### config.mk
export PLATFORM = sky130hd
export DESIGN_NAME = exc_ctrl
export DESIGN_NICKNAME = d
export VERILOG_FILES = /design/src/rtl/exc_ctrl_pkg.sv /design/src/rtl/exc_ctrl_intr_sync.sv /design/src/rtl/exc_ctrl.sv
export SDC_FILE = /design/constraint.sdc
export NUM_CORES = 1
export LEC_CHECK = 0
export CORE_MARGIN = 2
export CORE_UTILIZATION = 37
export CTS_CLUSTER_DIAMETER = 100
export CTS_CLUSTER_SIZE = 8
export DETAILED_ROUTE_END_ITERATION = 8
export GPL_TIMING_DRIVEN = 0
export PLACE_DENSITY = 0.82
export SLEW_MARGIN = 20
export SYNTH_ARGS = -nofsm -noshare
export SYNTH_HDL_FRONTEND = slang
export SYNTH_SLANG_ARGS = --single-unit
### constraint.sdc
create_clock -name clk -period 3.9 [get_ports clk]
set_clock_uncertainty 0.2 [all_clocks]
set_input_delay 0.78 -clock clk [delete_from_list [all_inputs] [get_ports clk]]
set_output_delay 0.78 -clock clk [all_outputs]
set_load 0.01 [all_outputs]
### src/rtl/exc_ctrl_pkg.sv
// exc_ctrl_pkg: exception bit indices, type/state encodings and ExcCode mapping
package exc_ctrl_pkg;
  localparam int E_INT = 0, E_ADEL_I = 1, E_ADEL_D = 2, E_ADES = 3;
  localparam int E_SYS = 4, E_BP = 5, E_RI = 6, E_OV = 7;
  localparam int ST_IE = 0, ST_EXL = 1, ST_ERL = 2, ST_BEV = 22;
  localparam logic [4:0] C_INT = 5'd0, C_ADEL = 5'd4, C_ADES = 5'd5, C_SYS = 5'd8;
  localparam logic [4:0] C_BP = 5'd9, C_RI = 5'd10, C_OV = 5'd12;
  typedef enum logic [3:0] {
    T_NONE, T_INT, T_ADEL_I, T_ADEL_D, T_ADES, T_SYS, T_BP, T_RI, T_OV, T_ERET
  } exc_type_t;
  typedef enum logic [1:0] {S_IDLE, S_SAVE, S_FLUSH, S_DRAIN} state_t;
  function automatic logic [4:0] exc_code(exc_type_t t);
    return (t == T_ADEL_I || t == T_ADEL_D) ? C_ADEL :
           t == T_ADES ? C_ADES : t == T_SYS ? C_SYS : t == T_BP ? C_BP :
           t == T_RI ? C_RI : t == T_OV ? C_OV : C_INT;
  endfunction
endpackage

### src/rtl/exc_ctrl_intr_sync.sv
// exc_intr_sync: multi-stage synchroniser for the six hardware interrupt lines
module exc_intr_sync #(
  parameter int STAGES = 2
) (
  input  logic       clk,
  input  logic       rst,
  input  logic [5:0] d,
  output logic [5:0] q
);
  logic [STAGES-1:0][5:0] r;
  always_ff @(posedge clk or posedge rst)
    if (rst) r <= '0;
    else r <= {r[STAGES-2:0], d};
  assign q = r[STAGES-1];
endmodule

### src/rtl/exc_ctrl.sv
// exc_ctrl: commit-point exception controller with CP0 save handshake, flush and drain stall
module exc_ctrl
  import exc_ctrl_pkg::*;
#(
  parameter int                NUM_EXC     = 9,
  parameter int                ADDR_W      = 32,
  parameter int                SYNC_STAGES = 2,
  parameter int                DRAIN_CYC   = 3,
  parameter logic [ADDR_W-1:0] VEC_BEV     = 32'hBFC00380,
  parameter logic [ADDR_W-1:0] VEC_NORM    = 32'h80000180
) (
  input  logic              clk,
  input  logic              rst,
  input  logic              exc_valid_i,
  input  logic [ADDR_W-1:0] exc_pc_i,
  input  logic              exc_in_ds_i,
  input  logic              exc_mem_en_i,
  input  logic [ADDR_W-1:0] exc_m_addr_i,
  input  logic [NUM_EXC-1:0] exc_excs_i,
  input  logic [5:0]        exc_intr_i,
  input  logic [31:0]       exc_Status_i,
  input  logic [31:0]       exc_Cause_i,
  input  logic [31:0]       exc_EPC_i,
  input  logic [31:0]       exc_ErrorEPC_i,
  input  logic              cp0_ack_i,
  output logic              exc_save_o,
  output exc_type_t         exc_type_o,
  output logic [4:0]        exc_code_o,
  output logic [ADDR_W-1:0] exc_epc_o,
  output logic              exc_bd_o,
  output logic [ADDR_W-1:0] exc_baddr_o,
  output logic              flush_o,
  output logic [ADDR_W-1:0] flush_pc_o,
  output logic              stall_o
);
  localparam int IW = $clog2(NUM_EXC);
  localparam int CW = DRAIN_CYC > 1 ? $clog2(DRAIN_CYC) : 1;
  logic [5:0] intr_sync;
  logic pend, hit, unused;
  logic [NUM_EXC-1:0] excs;
  logic [IW-1:0] sel;
  exc_type_t nxt_type;
  logic [ADDR_W-1:0] nxt_epc, nxt_baddr, nxt_target;
  state_t state;
  logic [CW-1:0] cnt;
  exc_intr_sync #(.STAGES(SYNC_STAGES)) u_sync (
    .clk(clk),
    .rst(rst),
    .d  (exc_intr_i),
    .q  (intr_sync)
  );
  assign pend = |({intr_sync, exc_Cause_i[9:8]} & exc_Status_i[15:8]) & exc_Status_i[ST_IE]
              & ~exc_Status_i[ST_EXL] & ~exc_Status_i[ST_ERL];
  assign excs = {exc_excs_i[NUM_EXC-1:1], pend & ~exc_mem_en_i};
  assign hit  = |excs;
  always_comb begin
    sel = '0;
    for (int i = NUM_EXC - 1; i >= 0; i--) if (excs[i]) sel = IW'(i);
  end
  assign nxt_type   = sel == IW'(NUM_EXC - 1) ? T_ERET : exc_type_t'(4'(sel) + 4'd1);
  assign nxt_epc    = exc_in_ds_i ? exc_pc_i - ADDR_W'(4) : exc_pc_i;
  assign nxt_baddr  = nxt_type == T_ADEL_I ? exc_pc_i :
                      (nxt_type == T_ADEL_D || nxt_type == T_ADES) ? exc_m_addr_i : '0;
  assign nxt_target = nxt_type == T_ERET ?
                      (exc_Status_i[ST_ERL] ? ADDR_W'(exc_ErrorEPC_i) : ADDR_W'(exc_EPC_i)) :
                      exc_Status_i[ST_BEV] ? VEC_BEV : VEC_NORM;
  assign unused = ^{exc_excs_i[0], exc_Status_i, exc_Cause_i, exc_EPC_i, exc_ErrorEPC_i};
  always_ff @(posedge clk or posedge rst)
    if (rst) begin
      state       <= S_IDLE;
      cnt         <= '0;
      exc_save_o  <= 1'b0;
      exc_type_o  <= T_NONE;
      exc_code_o  <= '0;
      exc_epc_o   <= '0;
      exc_bd_o    <= 1'b0;
      exc_baddr_o <= '0;
      flush_o     <= 1'b0;
      flush_pc_o  <= '0;
      stall_o     <= 1'b0;
    end else
      case (state)
        S_IDLE: if (exc_valid_i && hit) begin
          state       <= nxt_type == T_ERET ? S_FLUSH : S_SAVE;
          exc_save_o  <= nxt_type != T_ERET;
          flush_o     <= nxt_type == T_ERET;
          stall_o     <= 1'b1;
          exc_type_o  <= nxt_type;
          exc_code_o  <= exc_code(nxt_type);
          exc_epc_o   <= nxt_epc;
          exc_bd_o    <= exc_in_ds_i;
          exc_baddr_o <= nxt_baddr;
          flush_pc_o  <= nxt_target;
        end
        S_SAVE: if (cp0_ack_i) begin
          state      <= S_FLUSH;
          exc_save_o <= 1'b0;
          flush_o    <= 1'b1;
        end
        S_FLUSH: begin
          state   <= S_DRAIN;
          flush_o <= 1'b0;
          cnt     <= CW'(DRAIN_CYC - 1);
        end
        default: if (cnt == '0) begin
          state   <= S_IDLE;
          stall_o <= 1'b0;
        end else cnt <= cnt - CW'(1);
      endcase
endmodule

-- Word level (Yosys, flattened, before mapping)
Cells that the tools add are included.
- word-level logic and storage cells: 98
- register bits after elaboration: 125
- reduce and logical (&&, ||, !) cells: 19
- bitwise logic cells: 10
- equal/unequal tests: 15
- multiplexer cells: 38
- $add $sub $neg: 3
- operators by type and width (operator ; count):
    $mux 32 ; 5
    $mux 4 ; 16
    $sub 32x3->32 const B ; 1
    $mux 30 ; 1
    $eq 4x3->1 const B ; 4
    $eq 4x4->1 const B ; 3
    $reduce_and 3->1 ; 4
    $mux 2 ; 5
    $reduce_or 9->1 ; 1
    $and 8x8->8 ; 1
    $eq 4x2->1 const B ; 2
    $reduce_or 8->1 ; 1
    $mux 1 ; 6
    $pmux 2 s3 ; 1
    $not 1->1 ; 5
    $add 4x1->4 const B ; 1
    $and 1x1->1 ; 4
    $logic_not 2->1 ; 2
    $ne 2x2->1 const B ; 2
    $ne 4x4->1 const B ; 1
    $pmux 1 s2 ; 2
    $pmux 2 s2 ; 1
    $reduce_and 2->1 ; 2
    $reduce_bool 2->1 ; 2
    other kinds (10) ; 12

-- Logic depth before layout (Yosys ltp)
- word-level depth: 18
- gate-level depth with buffers: 13
- gate-level depth less buffers: 12

-- By module
From an unflattened synthesis, not the netlist that was laid out.
- cells, all modules: 618
- area total of the unflattened synthesis: 6302.3 um2
- by module, submodules not included (module ; times used ; cells an instance ; area each (um2) ; seq. area each (um2)):
    exc_ctrl ; 1 ; 599 ; 5953.2 ; 2802.7
    exc_intr_sync ; 1 ; 19 ; 349.1 ; 300.3

-- Least setup slack after synthesis
Ideal clock, no wire load.
- path kind: in2reg
- start: input exc_Status_i[10]
- end: register exc_code_o[3]
- setup slack: 269 ps
- arrival: 3305 ps
- path buffers: 2
- stages on the path: 12
- path through: a22oi_1 -> a41oi_4 -> or3_1 -> inv_1 -> ha_1 -> clkbuf_1 -> a21oi_1 -> o211ai_1 -> or4b_1 -> o211ai_2 -> buf_2 -> o31ai_1
- cells in the longest elaborated chain, start to end: 16
- elaborated cells between the ends (all ways): 27
- those cells by class: 1 x add/sub; 8 x eq/ne; 8 x mux; 5 x bitwise; 5 x reduce/logical
- RTL lines (element ; line ; RTL):
    start: declaration ; exc_ctrl.sv:21 ; input logic [31:0] exc_Status_i,
    $and 8x8->8 (*) ; exc_ctrl.sv:52 ; assign pend = |({intr_sync, exc_Cause_i[9:8]} & exc_Status_i[15:8]) & exc_Status_i[ST_IE]
    $reduce_or 8->1 (*) ; exc_ctrl.sv:52 ;
    $and 1x1->1 (*) ; exc_ctrl.sv:52 ;
    $and 1x1->1 (*) (2 in series) ; exc_ctrl.sv:53 ; & ~exc_Status_i[ST_EXL] & ~exc_Status_i[ST_ERL];
    $and 1x1->1 (*) ; exc_ctrl.sv:54 ; assign excs = {exc_excs_i[NUM_EXC-1:1], pend & ~exc_mem_en_i};
    $mux 4 ; exc_ctrl.sv:58 ; for (int i = NUM_EXC - 1; i >= 0; i--) if (excs[i]) sel = IW'(i);
    $add 4x1->4 / $eq 4x4->1 (equally long branches) ; exc_ctrl.sv:60 ; assign nxt_type = sel == IW'(NUM_EXC - 1) ? T_ERET : exc_type_t'(4'(sel) + 4'd1);
    $mux 4 ; exc_ctrl.sv:60 ;
    $eq 4x4->1 ; exc_ctrl_pkg.sv:15 ; t == T_RI ? C_RI : t == T_OV ? C_OV : C_INT;
    $mux 4 (2 in series) ; exc_ctrl_pkg.sv:15 ;
    $mux 4 (3 in series) ; exc_ctrl_pkg.sv:14 ; t == T_ADES ? C_ADES : t == T_SYS ? C_SYS : t == T_BP ? C_BP :
    $mux 4 ; exc_ctrl_pkg.sv:13 ; return (t == T_ADEL_I || t == T_ADEL_D) ? C_ADEL :
    end signal: assignment ; exc_ctrl.sv:89 ; exc_code_o <= exc_code(nxt_type);
    end: declaration ; exc_ctrl.sv:28 ; output logic [4:0] exc_code_o,
Every way passes the cells marked *; elsewhere a longest branch is shown, timed or not.
A chain may end at the register's enable or synchronous reset.

-- Worst setup path after layout
- start: input exc_Status_i[1]
- end: register exc_baddr_o[24]
- cells in the longest elaborated chain, start to end: 11
- elaborated cells between the ends (all ways): 17
- those cells by class: 1 x add/sub; 4 x eq/ne; 4 x mux; 4 x bitwise; 4 x reduce/logical
- RTL lines (element ; line ; RTL):
    $not 1->1 (*) ; exc_ctrl.sv:53 ;
    $and 1x1->1 (*) (2 in series) ; exc_ctrl.sv:53 ;
    $and 1x1->1 (*) ; exc_ctrl.sv:54 ;
    $mux 4 ; exc_ctrl.sv:58 ;
    $add 4x1->4 / $eq 4x4->1 (equally long branches) ; exc_ctrl.sv:60 ;
    $mux 4 ; exc_ctrl.sv:60 ;
    $eq 4x2->1 / $eq 4x3->1 (equally long branches) ; exc_ctrl.sv:63 ; (nxt_type == T_ADEL_D || nxt_type == T_ADES) ? exc_m_addr_i : '0;
    $logic_or 1x1->1 ; exc_ctrl.sv:63 ;
    $mux 32 ; exc_ctrl.sv:63 ;
    $mux 32 ; exc_ctrl.sv:62 ; assign nxt_baddr = nxt_type == T_ADEL_I ? exc_pc_i :
    end signal: assignment ; exc_ctrl.sv:92 ; exc_baddr_o <= nxt_baddr;
    end: declaration ; exc_ctrl.sv:31 ; output logic [ADDR_W-1:0] exc_baddr_o,
Marks and branches as above.

==> impl_metrics.ini <==
[worst_setup_path]
crit_path_max_fanout = 6
cp.arrival_ns = 3.87
required_ns = 4.00
start_kind = input pin
path_cells = clkdlybuf4s50_1 > or4b_4 > a41oi_4 > or3_1 > inv_1 > ha_1 > a21oi_1 > o211ai_1 > a32oi_1 > o211ai_4 > buf_4 > a31o_2
cp_slowest_cell = or4b_4
critPathMaxStageDelay_ns = 0.56
crit_path_end_kind = flip-flop
path_class = in2reg

[logic_synthesis]
yosysTopAreaCell = dfrtp_1
synthDistinctLibCells = 56
seq_area_frac_synth = 0.4759
synth.ff_latch_count = 124
ys.flop_type = dfrtp_1
synth.avg_cell_area_um2 = 9.588
syn_inst = 680
synth_top_area_share = 0.4759
synthArstFlopShare = 1.000
ys_top_cells_by_area = dfrtp_1 48%, o31ai_1 7.4%, nand2_1 7.0%
synth_area_um2 = 6520
synth-edff-count = 0
syn-num-nets = 904
yosysWarnings = 0

[min_path]
holdCritPathClass = reg2reg

[route]
first_pass_iters = 6
vias = 6347
drt_iter0_drc = 295
postRouteAntennaNets = 0
drt-vias-per-instance = 5.237
wl_per_cell_um = 18.16
remaining_drc_errors = 0
routed_wl_um = 22010

[timing]
max_freq_ghz = 0.2656
period_share = 0.9653
grt_setup_unrepaired = true
slew_headroom = 0.2428
setup_viol = 0
drv_slew = 0
whs_ns = 0.1503
finalHoldViolations = 0
period_minus_slack_ns = 3.765
max_slew.worst_pin.slew_ns = 1.125

[final_layout]
multiInputGateArea_um2 = 3054
area_delta_synth_final_pct = 57.94
fin_cells = 1212
drive_gt1_frac = 0.09625
ff_latch_area_um2 = 3103
final_cell_area_um2 = 10300
n_antenna_cell = 0
final_net_count = 1198
fillers = 1465

[floorplanning]
die_area_um2 = 18700
fp.dieW_um = 136.7
initial_utilization = 0.3783
coreArea_um2 = 17240
die_h_um = 136.7
rows = 48
ios = 322

[clock_network]
cts_tree = built
numCtsBuffers = 17
clock-sinks = 124
ctsHoldBuffers = 0
clock_latency_ns = 0.42
ctsHtreeMaxLevel = 4
clk_path_buf_depth = 2
clk_pin_slew_worst_paths_ns = 0.06
cts_root_buf = clkbuf_16

[global_routing]
grt_use_total = 0.2387
grt_antenna_before_repair = 0
grt_pass1_wl_um = 34290
grt-ovfl-total = 0
grt_pass1_vias = 6457
grt_max_degree = 34

[pwr]
leakage_uw = 0.004288
power.density_nw_per_um2 = 581.9
ir_drop_uv = 321.4

[run]
drv_cap = 0

[placed_design]
gp_congestion = 0.9113
dp_cells = 1178
hpwl_um = 16640
dpl_cell_area_um2 = 9578
port_buffers = 269

[outcome]
status = finished clean
## power breakdown
part / total [µW] / internal, µW / switching [µW]
clock network: 1690 / 1090 / 605
logic: 2420 / 1210 / 1210
registers: 1880 / 1670 / 206
total: 5990 / 3970 / 2020
## synthesized netlist by cell type (all sizes together) (4+ instances only)
cell type,instances
a211oi,11
a21oi,9
a22oi,5
a31o,33
buf,29
clkbuf,14
dfrtp,124
ha,11
inv,47
mux2i,21
nand2,121
nand3,6
nand4,7
nor2,26
nor2b,14
nor3,11
nor4,9
o211ai,5
o21a,4
o21ai,43
o31ai,64
or4,5
xnor2,27
## sequential cells by signal, indices dropped and copies added, names as in the netlist
| register | flops |
|---|---|
| u_sync.r | 6 |
| exc_save_o | 1 |
| exc_type_o | 4 |
| exc_epc_o | 32 |
| flush_o | 1 |
| exc_baddr_o | 32 |
| state | 2 |
| exc_bd_o | 1 |
| stall_o | 1 |
| u_sync.q | 6 |
| exc_code_o | 4 |
| cnt | 2 |
| flush_pc_o | 32 |
## repair_timing
action / in CTS / in global routing
hold endpoints to repair: 0 / 0
setup endpoints to repair: 70 / 33
buffers inserted: 2 / 1
gates resized for setup: 9 / 7
pin swaps: 1 / 0
## layer usage
layer  up-vias  GRT usage  part of all wire
met3        40    0.05852             0.066
li1       3017          -                 -
met5         -          0                 0
met1      3063     0.3150              0.44
met2       227     0.3803              0.47
met4         0    0.08854             0.027
## worst paths after layout
path | startpoint | to | slack (ns) | cells past startpoint
setup reg to reg | u_sync.q[1] | exc_baddr_o[12] | 0.61 | 11
setup / recovery | exc_Status_i[1] | exc_baddr_o[24] | 0.14 | 12
max in group asynchronous | rst | u_sync.q[0] | 2.31 | 4
min in group asynchronous | rst | exc_baddr_o[9] | 0.49 | 2
hold / removal | u_sync.r[4] | u_sync.q[4] | 0.15 | 0
hold reg to reg | u_sync.r[4] | u_sync.q[4] | 0.15 | 0
## cell type report
| class | instances | area share |
|---|---|---|
| sequential | 124 | 0.3013 |
| multi-input combinational | 466 | 0.2966 |
| inverter | 47 | 0.01750 |
| tap | 225 | 0.02734 |
| timing repair buffer | 276 | 0.2713 |
| buffer | 42 | 0.02430 |
| clock buffer | 18 | 0.04265 |
| clock inverter | 14 | 0.01895 |
## placed cells by master (no fill, tap or decap), types with 5 or more instances in the layout
cell / count
xnor2_1: 27
buf_4: 8
a21oi_1: 8
a211oi_1: 10
dfrtp_1: 124
clkdlybuf4s50_1: 268
nand3_1: 6
inv_1: 46
nor2b_1: 14
nand4_1: 7
nor2_1: 24
clkbuf_1: 13
buf_2: 17
o31ai_1: 64
mux2i_1: 21
ha_1: 9
nor4_1: 9
a31o_1: 30
clkbuf_16: 17
buf_6: 7
o21ai_0: 39
clkinvlp_4: 5
nand2_1: 121
or4_1: 5
nor3_1: 10
## critical path: cells and delay by family
family	cells	cell delay, ns
fa+ha+maj	1	0.25
buf+inv	3	0.70
simple gates	2	0.76
compound gates	6	1.37
## kinds of logic (layout without fill, tap and decap cells)
kind of cell             count (synthesis)  after routing  synth area share
adder cells (fa/ha/maj)                 11             11           0.02111
buffers and inverters                   90            397           0.06314
AND/OR/NAND/NOR                        213            213            0.1503
AO/OA/AOI/OAI                          192            192            0.2188
other                                    1              1         0.0005752
XOR/XNOR                                27             27           0.03627
flip-flops                             124            124            0.4759
multiplexers                            22             22           0.03397
## through the flow
stage | setup slack, ns | power [µW] | TNS [ns] | util
2_1_floorplan | 0.2685 | 3015 | 0 | -
6_report | 0.1352 | 5992 | 0 | 0.5974
5_1_grt | -0.01697 | 6352 | -0.03415 | 0.5974
4_1_cts | 0.005075 | 6029 | 0 | 0.5954
3_3_place_gp | -0.7736 | 4239 | -45.16 | 0.5510
3_5_place_dp | -0.8415 | 4303 | -49.32 | 0.5557
(Power assumes the default switching activity.)
